<file path="config.mk">
export PLATFORM = sky130hd
export DESIGN_NAME = regfile_issue_ctrl_flat
export DESIGN_NICKNAME = d
export VERILOG_FILES = /design/src/rtl/regfile_issue_ctrl_if.sv /design/src/rtl/regfile_issue_ctrl.sv /design/src/flat_wrapper.sv
export SDC_FILE = /design/constraint.sdc
export NUM_CORES = 1
export LEC_CHECK = 0
export ABC_AREA = 1
export CAP_MARGIN = 20
export CORE_ASPECT_RATIO = 1.4
export CORE_MARGIN = 5
export CORE_UTILIZATION = 26
export CTS_CLUSTER_DIAMETER = 100
export DETAILED_ROUTE_END_ITERATION = 10
export PLACE_DENSITY = 0.52
export SLEW_MARGIN = 15
export SYNTH_ARGS = -nofsm -noshare
export SYNTH_HDL_FRONTEND = slang
export SYNTH_SLANG_ARGS = --single-unit
</file>
<file path="constraint.sdc">
create_clock -name clk -period 5.75 [get_ports clk]
set_clock_uncertainty 0.05 [all_clocks]
set_input_delay 1.15 -clock clk [delete_from_list [all_inputs] [get_ports clk]]
set_output_delay 1.15 -clock clk [all_outputs]
set_load 0.01 [all_outputs]
</file>
<file path="src/rtl/regfile_issue_ctrl_if.sv">
// rtl/regfile_issue_ctrl_if.sv - instruction packet valid/ready bus
//
// Carries one instruction packet from a producer (master) to the issue
// sequencer (slave). A packet transfers on a cycle where instr_valid and
// instr_ready are both high.
//   instr_valid  producer has a packet
//   instr_ready  consumer can accept
//   instr_op     3-bit op code
//   instr_rs1    read address 1
//   instr_rs2    read address 2
//   instr_rd     write address
//   instr_shamt  shift length
//   instr_data   immediate write data
interface regfile_issue_ctrl_if;
  logic        instr_valid;
  logic        instr_ready;
  logic [2:0]  instr_op;
  logic [4:0]  instr_rs1;
  logic [4:0]  instr_rs2;
  logic [4:0]  instr_rd;
  logic [3:0]  instr_shamt;
  logic [15:0] instr_data;

  modport master (
    output instr_valid, instr_op, instr_rs1, instr_rs2, instr_rd,
           instr_shamt, instr_data,
    input  instr_ready
  );

  modport slave (
    input  instr_valid, instr_op, instr_rs1, instr_rs2, instr_rd,
           instr_shamt, instr_data,
    output instr_ready
  );
endinterface

</file>
<file path="src/rtl/regfile_issue_ctrl.sv">
// rtl/regfile_issue_ctrl.sv - instruction FIFO and issue sequencer for the register file datapath
//
// Buffers instruction packets in a DEPTH-entry FIFO and issues them one at a
// time to the multi-cycle register file datapath, holding all operands
// stable until rf_done, then reports the retirement with its cycle count.
//
// Optional feature macro: WATCHDOG_EN -- when defined, an op that runs
// TIMEOUT EXEC cycles without rf_done is force-retired and the sticky error
// flag is set. When undefined, EXEC waits indefinitely and error is 0.
//
// Ports:
//   clk, rst        clock (rising edge), asynchronous active-high reset
//   instr           slave side of regfile_issue_ctrl_if (packet input)
//   flush           synchronous FIFO flush; in-flight op is not aborted
//   rf_op_valid     datapath may count/execute (high throughout EXEC)
//   rf_op/rs1/rs2/rd/shamt/wdata  issued operands, held outside EXEC
//   rf_done         one-cycle completion pulse from the datapath
//   busy            sequencer active or FIFO non-empty
//   retire_valid    one-cycle retirement pulse
//   retire_op       op of the retired packet
//   retire_cycles   EXEC cycles including the rf_done cycle, saturating
//   retired_cnt     total retirements, wrapping
//   error           sticky watchdog flag
module regfile_issue_ctrl #(
  parameter int DEPTH   = 4,
  parameter int CYC_W   = 8,
  parameter int TIMEOUT = 32
) (
  input  logic                  clk,
  input  logic                  rst,
  regfile_issue_ctrl_if.slave   instr,
  input  logic                  flush,
  output logic                  rf_op_valid,
  output logic [2:0]            rf_op,
  output logic [4:0]            rf_rs1,
  output logic [4:0]            rf_rs2,
  output logic [4:0]            rf_rd,
  output logic [3:0]            rf_shamt,
  output logic [15:0]           rf_wdata,
  input  logic                  rf_done,
  output logic                  busy,
  output logic                  retire_valid,
  output logic [2:0]            retire_op,
  output logic [CYC_W-1:0]      retire_cycles,
  output logic [15:0]           retired_cnt,
  output logic                  error
);

  localparam int AW    = $clog2(DEPTH);
  localparam int PKT_W = 3 + 5 + 5 + 5 + 4 + 16;
  localparam logic [AW:0] FULL = (AW+1)'(DEPTH);

  if (DEPTH < 2 || (DEPTH & (DEPTH - 1)) != 0) begin : g_depth_chk
    $error("regfile_issue_ctrl: DEPTH must be a power of two >= 2");
  end
  if (TIMEOUT < 1 || TIMEOUT > (1 << CYC_W) - 1) begin : g_timeout_chk
    $error("regfile_issue_ctrl: TIMEOUT must fit in CYC_W bits");
  end

  typedef enum logic [1:0] {
    S_IDLE   = 2'd0,
    S_EXEC   = 2'd1,
    S_RETIRE = 2'd2
  } state_t;

  state_t state, state_n;

  logic [PKT_W-1:0] mem [DEPTH];
  logic [AW-1:0]    wr_ptr, rd_ptr;
  logic [AW:0]      count, count_n;
  logic             ready_q;
  logic             push, pop;
  logic [CYC_W-1:0] cyc_q, cyc_inc;
  logic             timeout_hit;
  logic             retire_now;

  // ready is registered so it stays low through reset and rises on the
  // first edge after reset is released.
  assign push = instr.instr_valid && ready_q;
  assign pop  = (state == S_IDLE) && (count != '0);
  assign instr.instr_ready = ready_q;

  always_comb begin
    count_n = count;
    if (flush)
      count_n = '0;
    else if (push && !pop)
      count_n = count + (AW+1)'(1);
    else if (!push && pop)
      count_n = count - (AW+1)'(1);
  end

  always_ff @(posedge clk or posedge rst) begin
    if (rst) begin
      wr_ptr  <= '0;
      rd_ptr  <= '0;
      count   <= '0;
      ready_q <= 1'b0;
    end else begin
      count   <= count_n;
      ready_q <= (count_n != FULL);
      if (flush) begin
        wr_ptr <= '0;
        rd_ptr <= '0;
      end else begin
        if (push) wr_ptr <= wr_ptr + AW'(1);
        if (pop)  rd_ptr <= rd_ptr + AW'(1);
      end
    end
  end

  // Storage needs no reset: occupancy alone decides what is valid.
  always_ff @(posedge clk) begin
    if (push && !flush)
      mem[wr_ptr] <= {instr.instr_op, instr.instr_rs1, instr.instr_rs2,
                      instr.instr_rd, instr.instr_shamt, instr.instr_data};
  end

  assign cyc_inc = (cyc_q == '1) ? cyc_q : cyc_q + CYC_W'(1);

`ifdef WATCHDOG_EN
  logic err_q;
  assign timeout_hit = (cyc_inc == CYC_W'(TIMEOUT));
  always_ff @(posedge clk or posedge rst) begin
    if (rst)
      err_q <= 1'b0;
    else if (state == S_EXEC && timeout_hit && !rf_done)
      err_q <= 1'b1;
  end
  assign error = err_q;
`else
  assign timeout_hit = 1'b0;
  assign error       = 1'b0;
`endif

  always_ff @(posedge clk or posedge rst) begin
    if (rst)
      state <= S_IDLE;
    else
      state <= state_n;
  end

  always_comb begin
    state_n = state;
    case (state)
      S_IDLE:   if (count != '0) state_n = S_EXEC;
      S_EXEC:   if (rf_done || timeout_hit) state_n = S_RETIRE;
      S_RETIRE: state_n = S_IDLE;
      default:  state_n = S_IDLE;
    endcase
  end

  assign retire_now = (state == S_EXEC) && (state_n == S_RETIRE);

  // The counter includes the rf_done cycle and is frozen through RETIRE,
  // so it doubles as retire_cycles.
  always_ff @(posedge clk or posedge rst) begin
    if (rst) begin
      rf_op       <= '0;
      rf_rs1      <= '0;
      rf_rs2      <= '0;
      rf_rd       <= '0;
      rf_shamt    <= '0;
      rf_wdata    <= '0;
      cyc_q       <= '0;
      retired_cnt <= '0;
    end else begin
      if (pop) begin
        {rf_op, rf_rs1, rf_rs2, rf_rd, rf_shamt, rf_wdata} <= mem[rd_ptr];
        cyc_q <= '0;
      end else if (state == S_EXEC) begin
        cyc_q <= cyc_inc;
      end
      if (retire_now)
        retired_cnt <= retired_cnt + 16'd1;
    end
  end

  assign rf_op_valid   = (state == S_EXEC);
  assign retire_valid  = (state == S_RETIRE);
  assign retire_op     = rf_op;
  assign retire_cycles = cyc_q;
  assign busy          = (state != S_IDLE) || (count != '0);

endmodule

</file>
<file path="src/flat_wrapper.sv">
// flat-port wrapper written by rule: the top's interface ports become plain ports
module regfile_issue_ctrl_flat 
#(
  parameter int DEPTH   = 4,
  parameter int CYC_W   = 8,
  parameter int TIMEOUT = 32
)
  (clk, rst, flush, rf_op_valid, rf_op, rf_rs1, rf_rs2, rf_rd, rf_shamt, rf_wdata, rf_done, busy, retire_valid, retire_op, retire_cycles, retired_cnt, error, instr_instr_valid, instr_instr_op, instr_instr_rs1, instr_instr_rs2, instr_instr_rd, instr_instr_shamt, instr_instr_data, instr_instr_ready);
  regfile_issue_ctrl_if instr_i ();
  input  logic clk;
  input  logic rst;
  input  logic flush;
  output logic rf_op_valid;
  output logic [2:0] rf_op;
  output logic [4:0] rf_rs1;
  output logic [4:0] rf_rs2;
  output logic [4:0] rf_rd;
  output logic [3:0] rf_shamt;
  output logic [15:0] rf_wdata;
  input  logic rf_done;
  output logic busy;
  output logic retire_valid;
  output logic [2:0] retire_op;
  output logic [CYC_W-1:0] retire_cycles;
  output logic [15:0] retired_cnt;
  output logic error;
  input wire logic [$bits(instr_i.instr_valid)-1:0] instr_instr_valid;
  input wire logic [$bits(instr_i.instr_op)-1:0] instr_instr_op;
  input wire logic [$bits(instr_i.instr_rs1)-1:0] instr_instr_rs1;
  input wire logic [$bits(instr_i.instr_rs2)-1:0] instr_instr_rs2;
  input wire logic [$bits(instr_i.instr_rd)-1:0] instr_instr_rd;
  input wire logic [$bits(instr_i.instr_shamt)-1:0] instr_instr_shamt;
  input wire logic [$bits(instr_i.instr_data)-1:0] instr_instr_data;
  output wire logic [$bits(instr_i.instr_ready)-1:0] instr_instr_ready;
  assign instr_i.instr_valid = instr_instr_valid;
  assign instr_i.instr_op = instr_instr_op;
  assign instr_i.instr_rs1 = instr_instr_rs1;
  assign instr_i.instr_rs2 = instr_instr_rs2;
  assign instr_i.instr_rd = instr_instr_rd;
  assign instr_i.instr_shamt = instr_instr_shamt;
  assign instr_i.instr_data = instr_instr_data;
  assign instr_instr_ready = instr_i.instr_ready;
  regfile_issue_ctrl #(.DEPTH(DEPTH), .CYC_W(CYC_W), .TIMEOUT(TIMEOUT)) u_core (.clk(clk), .rst(rst), .instr(instr_i), .flush(flush), .rf_op_valid(rf_op_valid), .rf_op(rf_op), .rf_rs1(rf_rs1), .rf_rs2(rf_rs2), .rf_rd(rf_rd), .rf_shamt(rf_shamt), .rf_wdata(rf_wdata), .rf_done(rf_done), .busy(busy), .retire_valid(retire_valid), .retire_op(retire_op), .retire_cycles(retire_cycles), .retired_cnt(retired_cnt), .error(error));
endmodule
</file>
; After elaboration in Yosys (flattened, before gate mapping)
; Memories as Yosys holds them, arrays and structs flattened. A register that Yosys moved wholly into a read port is not among the register bits.
; Index checks and enable logic that the tools add are counted.
[word_totals]
register_bits = 34
wordCells = 52
mem_bits_rw = 152
inputBits = 43
mem_count = 1
output_inout_bits = 70
[memory_table]
columns = name, depth, width, read_ports, rd_ports_with_merged_regs, wr, line_no
row1 = u_core.mem, 4, 38, 1, 1, 1, regfile_issue_ctrl.sv:68  ; logic [PKT_W-1:0] mem [DEPTH];
[op_classes]
add_sub_neg = 6
reduce_logical = 17
n_eq_ne = 6
muxes = 15
[op_table]
columns = cell, n
row1 = $mux W8, 3
row2 = $add A16 B1 Y16 const B, 1
row3 = $mux W2, 6
row4 = $mux W3, 3
row5 = $add A8 B1 Y8 const B, 1
row6 = $eq A8 B8 Y1 const B, 1
row7 = $reduce_bool A2 Y1, 4
row8 = $logic_and A1 B1 Y1, 6
row9 = $add A2 B1 Y2 const B, 2
row10 = $eq A2 B2 Y1 const B, 2
row11 = $pmux W2 S2, 1
row12 = $add A3 B1 Y3 const B, 1
row13 = $logic_not A1 Y1, 3
row14 = $ne A3 B3 Y1 const B, 1
row15 = $reduce_bool A3 Y1, 1
row16 = $sub A3 B1 Y3 const B, 1
row17 = $eq A2 B1 Y1 const B, 1
row18 = $logic_not A2 Y1, 1
row19 = $mux W1, 2
row20 = $ne A2 B1 Y1 const B, 1
row21 = $reduce_and A2 Y1, 1
row22 = $logic_or A1 B1 Y1, 1

; Longest topological paths before layout
[logic_depth]
depth_word = 7
depth_mapped = 12

; Worst setup path after synthesis
; Ideal clock, no wire load.
[synth_timing]
path_kind = input port to flip-flop
startpoint = in instr_instr_valid
endpoint = mem u_core.mem[0][0] (netlist name) (enable)
path_slack_ps = 2186
t_arrival_ps = 3081
cell_stages = 4
required_time_ps = 5267
setup_time_ps = 433
path_cell_list = nand2_1 > nor2_1 > inv_1 > nor2_1
[synth_between]
elab_chain_len = 4
[synth_lines]
columns = element, line_no
row1 = "start, declared", flat_wrapper.sv:27  ; input wire logic [$bits(instr_i.instr_valid)-1:0] instr_instr_valid;
row2 = $logic_and A1 B1 Y1, regfile_issue_ctrl.sv:79  ; assign push = instr.instr_valid && ready_q;
row3 = $logic_and A1 B1 Y1, regfile_issue_ctrl.sv:114  ; if (push && !flush)
row4 = $mux W1, regfile_issue_ctrl.sv:114
row5 = $mux W1 (not written as such), regfile_issue_ctrl.sv:115  ; mem[wr_ptr] <= {instr.instr_op, instr.instr_rs1, instr.instr_rs2,
row6 = "end, declared", regfile_issue_ctrl.sv:68
; No other way between the ends.

; Worst setup path after layout
[layout_timing]
startpoint = in instr_instr_valid
endpoint = mem u_core.mem[3][10] (netlist name) (enable)
; Same word-level chain as after synthesis.

==> flow_summary.ini <==
[global_routing]
grt_start_max_net_pins = 79
grt_usage = 0.107
antenna_found_initial = 2
grt_pass1_wl_microns = 33300
grt_pass1_vias = 5949
grt-ovfl-total = 0

[logic_synthesis]
synth_cells = 784
avgSynthCellArea_sq_um = 11.5
synth_edf_count = 152
ys_types = 31
ys_warn_count = 0
yosysTopAreaCell = edfxtp_1
synthAdderAreaFrac = 0.0125
synth_top_family_by_area = simple AND/OR/NAND/NOR gates
synth_most_common_cell = nor2_1
synth_compound_area_frac = 0.0779
ys.flop_type = edfxtp_1
synth_simple_gate_area_share = 0.153
synth-xor-area-share = 0.00874
ys_seq_area_frac = 0.705
synthMuxAreaShare = 0
syn_area_sq_mm = 0.00902
yosys.area.top_type_share = 0.506
synth.area.top_cells = edfxtp_1 (51%), dfrtp_1 (20%), nor2_1 (9.2%)
synth_nets = 836
async_flop_share = 0.321
synth_commonest_cells = nor2_1 (220), edfxtp_1 (152), o21ai_0 (85)
synth_seq_cells = 224

[worst_setup_path]
start_kind = input port
cp_max_fo = 27
arrival_ns = 3.32
end_kind = flip-flop
required_ns = 5.90
critPathKind = input port to flip-flop
crit_start = instr_instr_valid
r2r_start = u_core.instr.instr_ready$_DFF_PP0_

[clock_tree]
cts_buffers = 24
cts_tree = yes
cts.sinks = 224
ctsHtreeMaxLevel = 1
ctsResizeCount = 0
path_clk_slew_ns = 0.06
holdBufCountCts = 0
cts.path.max_buffers = 3
clk_latency_ns = 0.51
post-cts-setup-buffers = 0
cts-root-buf = clkbuf_16

[sta]
rsz0062_at_grt = false
finalSetupViolCount = 0
finalMaxSlewViolations = 0
slew-limit-headroom = 0.370
period_minus_slack_ns = 3.16
fin_setup_tns_ns = 0
hold_viol_final = 0
worst_pin_slew_ns = 0.943
period_share = 0.550
fmax_ghz = 0.316

[die]
core_area_sq_mm = 0.0342
io_pins = 113
die_area_sq_mm = 0.0386
die_width_microns = 167
die_height_microns = 230
rows = 80
start_util = 0.264

[placed_design]
dpl.hpwl_microns = 13700
place.gp.congestion = 0.764
place_area_sq_mm = 0.0106
numPortBuffers = 111

[cells_and_area]
drive_gt1_frac = 0.0749
final_cell_area_sq_mm = 0.0114
num-nets-final = 942
syn_to_final_growth_pct = 26.7

[pwr]
finalPower_mw = 5.22
peakVddDrop_uv = 190
p_per_area_mw_per_mm2 = 457
leakage_nw = 4.21

[drt]
drc = 0
postRouteAntennaNets = 0
first_iter_violations = 328
viasPerCell = 4.31
routedWlPerCell_microns = 15.5
wl_microns = 21100
firstDrtPassIters = 5
vias = 5872

[min_path]
min_from = u_core.retired_cnt[15]$_DFFE_PP0P_
hp-class = flip-flop to flip-flop

[run_status]
status = complete, no violations

[job]
max_cap_violations = 0
==> worst paths after layout <==
check | slack, ns | depth (start not counted) | end
min in group asynchronous | 1.09 | 2 | u_core.retire_cycles[3]$_DFFE_PP0P_
setup / recovery | 2.59 | 6 | u_core.mem[3][10]$_DFFE_PP_
hold reg to reg | 0.45 | 2 | u_core.retired_cnt[15]$_DFFE_PP0P_
hold / removal | 0.45 | 2 | u_core.retired_cnt[15]$_DFFE_PP0P_
max in group asynchronous | 3.70 | 3 | u_core.rf_rs2[4]$_DFFE_PP0P_
setup reg to reg | 3.33 | 5 | u_core.mem[3][10]$_DFFE_PP_
==> placed cells by master, fill, tap and decap left out, drive strengths merged, types with 5 or more instances in the layout <==
cell type and n:
buf 7, inv 41, clkdlybuf4s50 111, nand2 70, clkinv 7, nor2 225
a21oi 6, dfrtp 72, a31oi 38, xor2 6, nand4 5, o21ai 87
clkinvlp 6, nor3 5, ha 9, clkbuf 29, edfxtp 152, nand3 21
==> power breakdown <==
group / internal (mW) / total [mW] / leakage (nW) / switching [mW]
Combinational: 0.620 / 1.40 / 1.58 / 0.776
Sequential: 1.99 / 2.23 / 2.24 / 0.237
Clock: 0.959 / 1.60 / 0.387 / 0.637
==> through the flow <==
stage          std cells   util  hold slack, ns  worst slack [ns]
2_1_floorplan        784      -           0.447              2.19
3_3_place_gp        1313  0.308           0.433              2.01
3_5_place_dp        1315  0.310           0.439              2.01
4_1_cts             1359  0.334           0.458              2.54
5_1_grt             1359  0.334           0.490              2.45
6_report            1361  0.334           0.452              2.59
==> layer usage <==
layer | vias up | track usage | routed length [microns]
met4 | 0 | 0.0266 | 302
met5 | - | 0 | 0
met3 | 20 | 0.0212 | 1020
li1 | 2890 | - | -
met2 | 117 | 0.195 | 10900
met1 | 2845 | 0.129 | 8870
==> critical path, cell delays in order <==
cell and delay [ns]:
clkdlybuf4s50_1 0.45, nand2_1 0.09, nor2_1 0.25, inv_1 0.24, nor2_4 0.77, buf_4 0.36
==> registers in the layout (all words and copies together), names as in the netlist <==
register	cells
u_core.count	3
u_core.instr.instr_ready	1
u_core.mem	152
u_core.rd_ptr	2
u_core.retire_cycles	8
u_core.retire_op	3
u_core.retired_cnt	16
u_core.rf_rd	5
u_core.rf_rs1	5
u_core.rf_rs2	5
u_core.rf_shamt	4
u_core.rf_wdata	16
u_core.state	2
u_core.wr_ptr	2
==> cells by family (layout without fill, tap and decap cells) <==
| group | after synthesis | after routing |
|---|---|---|
| flops | 224 | 224 |
| xor+xnor | 9 | 9 |
| other cells | 1 | 3 |
| fa+ha+maj | 9 | 9 |
| simple gates | 330 | 330 |
| compound gates | 131 | 131 |
| buf+inv | 80 | 204 |
==> area by class of cell <==
cell class | instances | area [sq um]
Multi-Input combinational cell | 480 | 2310
Sequential cell | 224 | 6370
Fill cell | 3468 | 22800
Timing Repair Buffer | 118 | 1190
Clock buffer | 29 | 661
Antenna cell | 2 | 5.00
Tap cell | 451 | 564
Clock inverter | 15 | 171
Inverter | 42 | 160
Note: power is estimated with default switching activity, not from simulation.
==> variant (config.mk and constraints unchanged) <==
`CYC_W` is set to 8 in 2 places; all go to 7.
--- a/src/rtl/regfile_issue_ctrl.sv
+++ b/src/rtl/regfile_issue_ctrl.sv
@@ -23,7 +23,7 @@
 //   error           sticky watchdog flag
 module regfile_issue_ctrl #(
   parameter int DEPTH   = 4,
-  parameter int CYC_W   = 8,
+  parameter int CYC_W   = 7,
   parameter int TIMEOUT = 32
 ) (
   input  logic                  clk,
--- a/src/flat_wrapper.sv
+++ b/src/flat_wrapper.sv
@@ -2,7 +2,7 @@
 module regfile_issue_ctrl_flat 
 #(
   parameter int DEPTH   = 4,
-  parameter int CYC_W   = 8,
+  parameter int CYC_W   = 7,
   parameter int TIMEOUT = 32
 )
   (clk, rst, flush, rf_op_valid, rf_op, rf_rs1, rf_rs2, rf_rd, rf_shamt, rf_wdata, rf_done, busy, retire_valid, retire_op, retire_cycles, retired_cnt, error, instr_instr_valid, instr_instr_op, instr_instr_rs1, instr_instr_rs2, instr_instr_rd, instr_instr_shamt, instr_instr_data, instr_instr_ready);
Ports: changed (resized retire_cycles); port bits go from 113 to 112. No check against the original RTL was run, so the function may have changed too.
==> variant against the original RTL <==
- register-to-register slack lost 90 ps
- synthesized area shrank 1.2%
- combinational power increased by 3%
- sequential cell count shrank 1
- final area decreased by 0.21%
- critical endpoint is now u_core.mem[3][11]$_DFFE_PP_
- setup slack worse by 29 ps
- power rose by 0.36%
- wire length decreased by 0.13%
==> variant: results (changes against the original RTL) <==
stage,metric,value,unit,change
grt,grtUsageMet3,0.0219,,was 0.0212
route,met1_length,8.76,mm,was 8.87 mm
final_layout,fillers,3396,,was 3468
synth,synth_edf_count,152,,unchanged
synth,yosysSeqAreaShare,0.711,,was 0.705
critical_path,worstPathArrival,3340,ps,was 3320 ps
route,vias,5817,,was 5872
critical_path,r2r_slack,3240,ps,was 3330 ps
synth,async_flop_share,0.318,,was 0.321
power_and_ir_drop,p_sw,0.00164,W,was 0.00165 W
grt,antenna_found_initial,0,,was 2
route,met2_length,10.8,mm,was 10.9 mm
critical_path,r2r-end,u_core.rf_wdata[11]$_DFFE_PP0P_,,was u_core.mem[3][10]$_DFFE_PP_
min_path,holdPathStages,1,,was 2
grt,grt_pass1_vias,6087,,was 5949
placement,pre_cts_ws,2010,ps,about the same
final_layout,fin_nets,937,,was 942
min_path,whs_endpoint,u_core.retired_cnt[3]$_DFFE_PP0P_,,was u_core.retired_cnt[15]$_DFFE_PP0P_
route,wl,21.0,mm,was 21.1 mm
critical_path,worst-r2r-cell-count,4,,was 5
run_status,status,"complete, no violations",,unchanged
timing,period_share,0.555,,was 0.550
power_and_ir_drop,max-vdd-ir-drop,0.166,mV,was 0.190 mV
placement,dpl-instance-area,10600,sq um,about the same
synth,ys_top_cells_by_count,"220 x nor2_1, 152 x edfxtp_1, 74 x nand2_1",,"was 220 x nor2_1, 152 x edfxtp_1, 85 x o21ai_0"
final_layout,drive_gt1_frac,0.0765,,was 0.0749
placement,place_congestion,0.756,,was 0.764
critical_path,crit_fanout,26,,was 27
critical_path,timing.rr.start,u_core.rd_ptr[0]$_DFFE_PP0P_,,was u_core.instr.instr_ready$_DFF_PP0_
final_layout,n_antenna_cell,0,,was 2
synth,synth_nets,828,,was 836
min_path,min_from,u_core.retired_cnt[3]$_DFFE_PP0P_,,was u_core.retired_cnt[15]$_DFFE_PP0P_
synth,synth-xor-area-share,0.0118,,was 0.00874
synth,synth-compound-area-share,0.0769,,was 0.0779
timing,hold_ws,460,ps,was 452 ps
cts,clock_latency,520,ps,
placement,io_buffers,110,,was 111
grt,met1_usage,0.131,,was 0.129
grt,use_met2,0.197,,was 0.195
grt,grt_pass1_wl,33.5,mm,was 33.3 mm
route,drt-initial-drc-count,357,,was 328
grt,grt_usage,0.108,,was 0.107
variant: cell types whose count changed after synthesis, moves of 4 or more:
cell,delta
nand2_1,+8
clkbuf_1,-4
nand3_1,-4
o21ai_1,+14
o21ai_0,-16
inv_1,-6
variant: logic make-up (layout without fill, tap and decap cells):
family | Yosys count | count (layout)
xor+xnor | 12 | 12
buf+inv | 76 | 202
flops | 223 | 223
compound gates | 127 | 127
other cells | 1 | 1
fa+ha+maj | 9 | 9
simple gates | 328 | 328
variant: worst max path at each step:
stage                       from                           to
2_1_floorplan  instr_instr_valid   u_core.mem[0][0]$_DFFE_PP_
3_3_place_gp   instr_instr_valid  u_core.mem[3][15]$_DFFE_PP_
3_5_place_dp   instr_instr_valid  u_core.mem[3][15]$_DFFE_PP_
4_1_cts        instr_instr_valid  u_core.mem[3][16]$_DFFE_PP_
5_1_grt        instr_instr_valid  u_core.mem[3][16]$_DFFE_PP_
6_report       instr_instr_valid  u_core.mem[3][11]$_DFFE_PP_
variant: cell type report:
type | instances | area (sq um) | area share
multi-input cells | 477 | 2260 | 0.198
clock buffers | 35 | 693 | 0.0608
inverters | 39 | 151 | 0.0133
flip-flops and latches | 223 | 6350 | 0.556
clock inverters | 8 | 125 | 0.0110
repair buffers | 120 | 1270 | 0.111
well taps | 451 | 564 | 0.0495
variant: power groups by stage:
stage	logic, W	registers (W)	clock network, W
CTS	0.00148	0.00222	0.00163
global placement	0.00143	0.00225	0
detailed placement	0.00148	0.00225	0
floorplan	0.000831	0.00221	0
finish	0.00144	0.00221	0.00158
global route	0.00163	0.00225	0.00169
variant: through the flow:
step	total power [W]	cells
final	0.00524	1353
after global routing	0.00558	1353
after CTS	0.00533	1353
after detailed placement	0.00373	1310
after global placement	0.00368	1305
after floorplan	0.00304	776
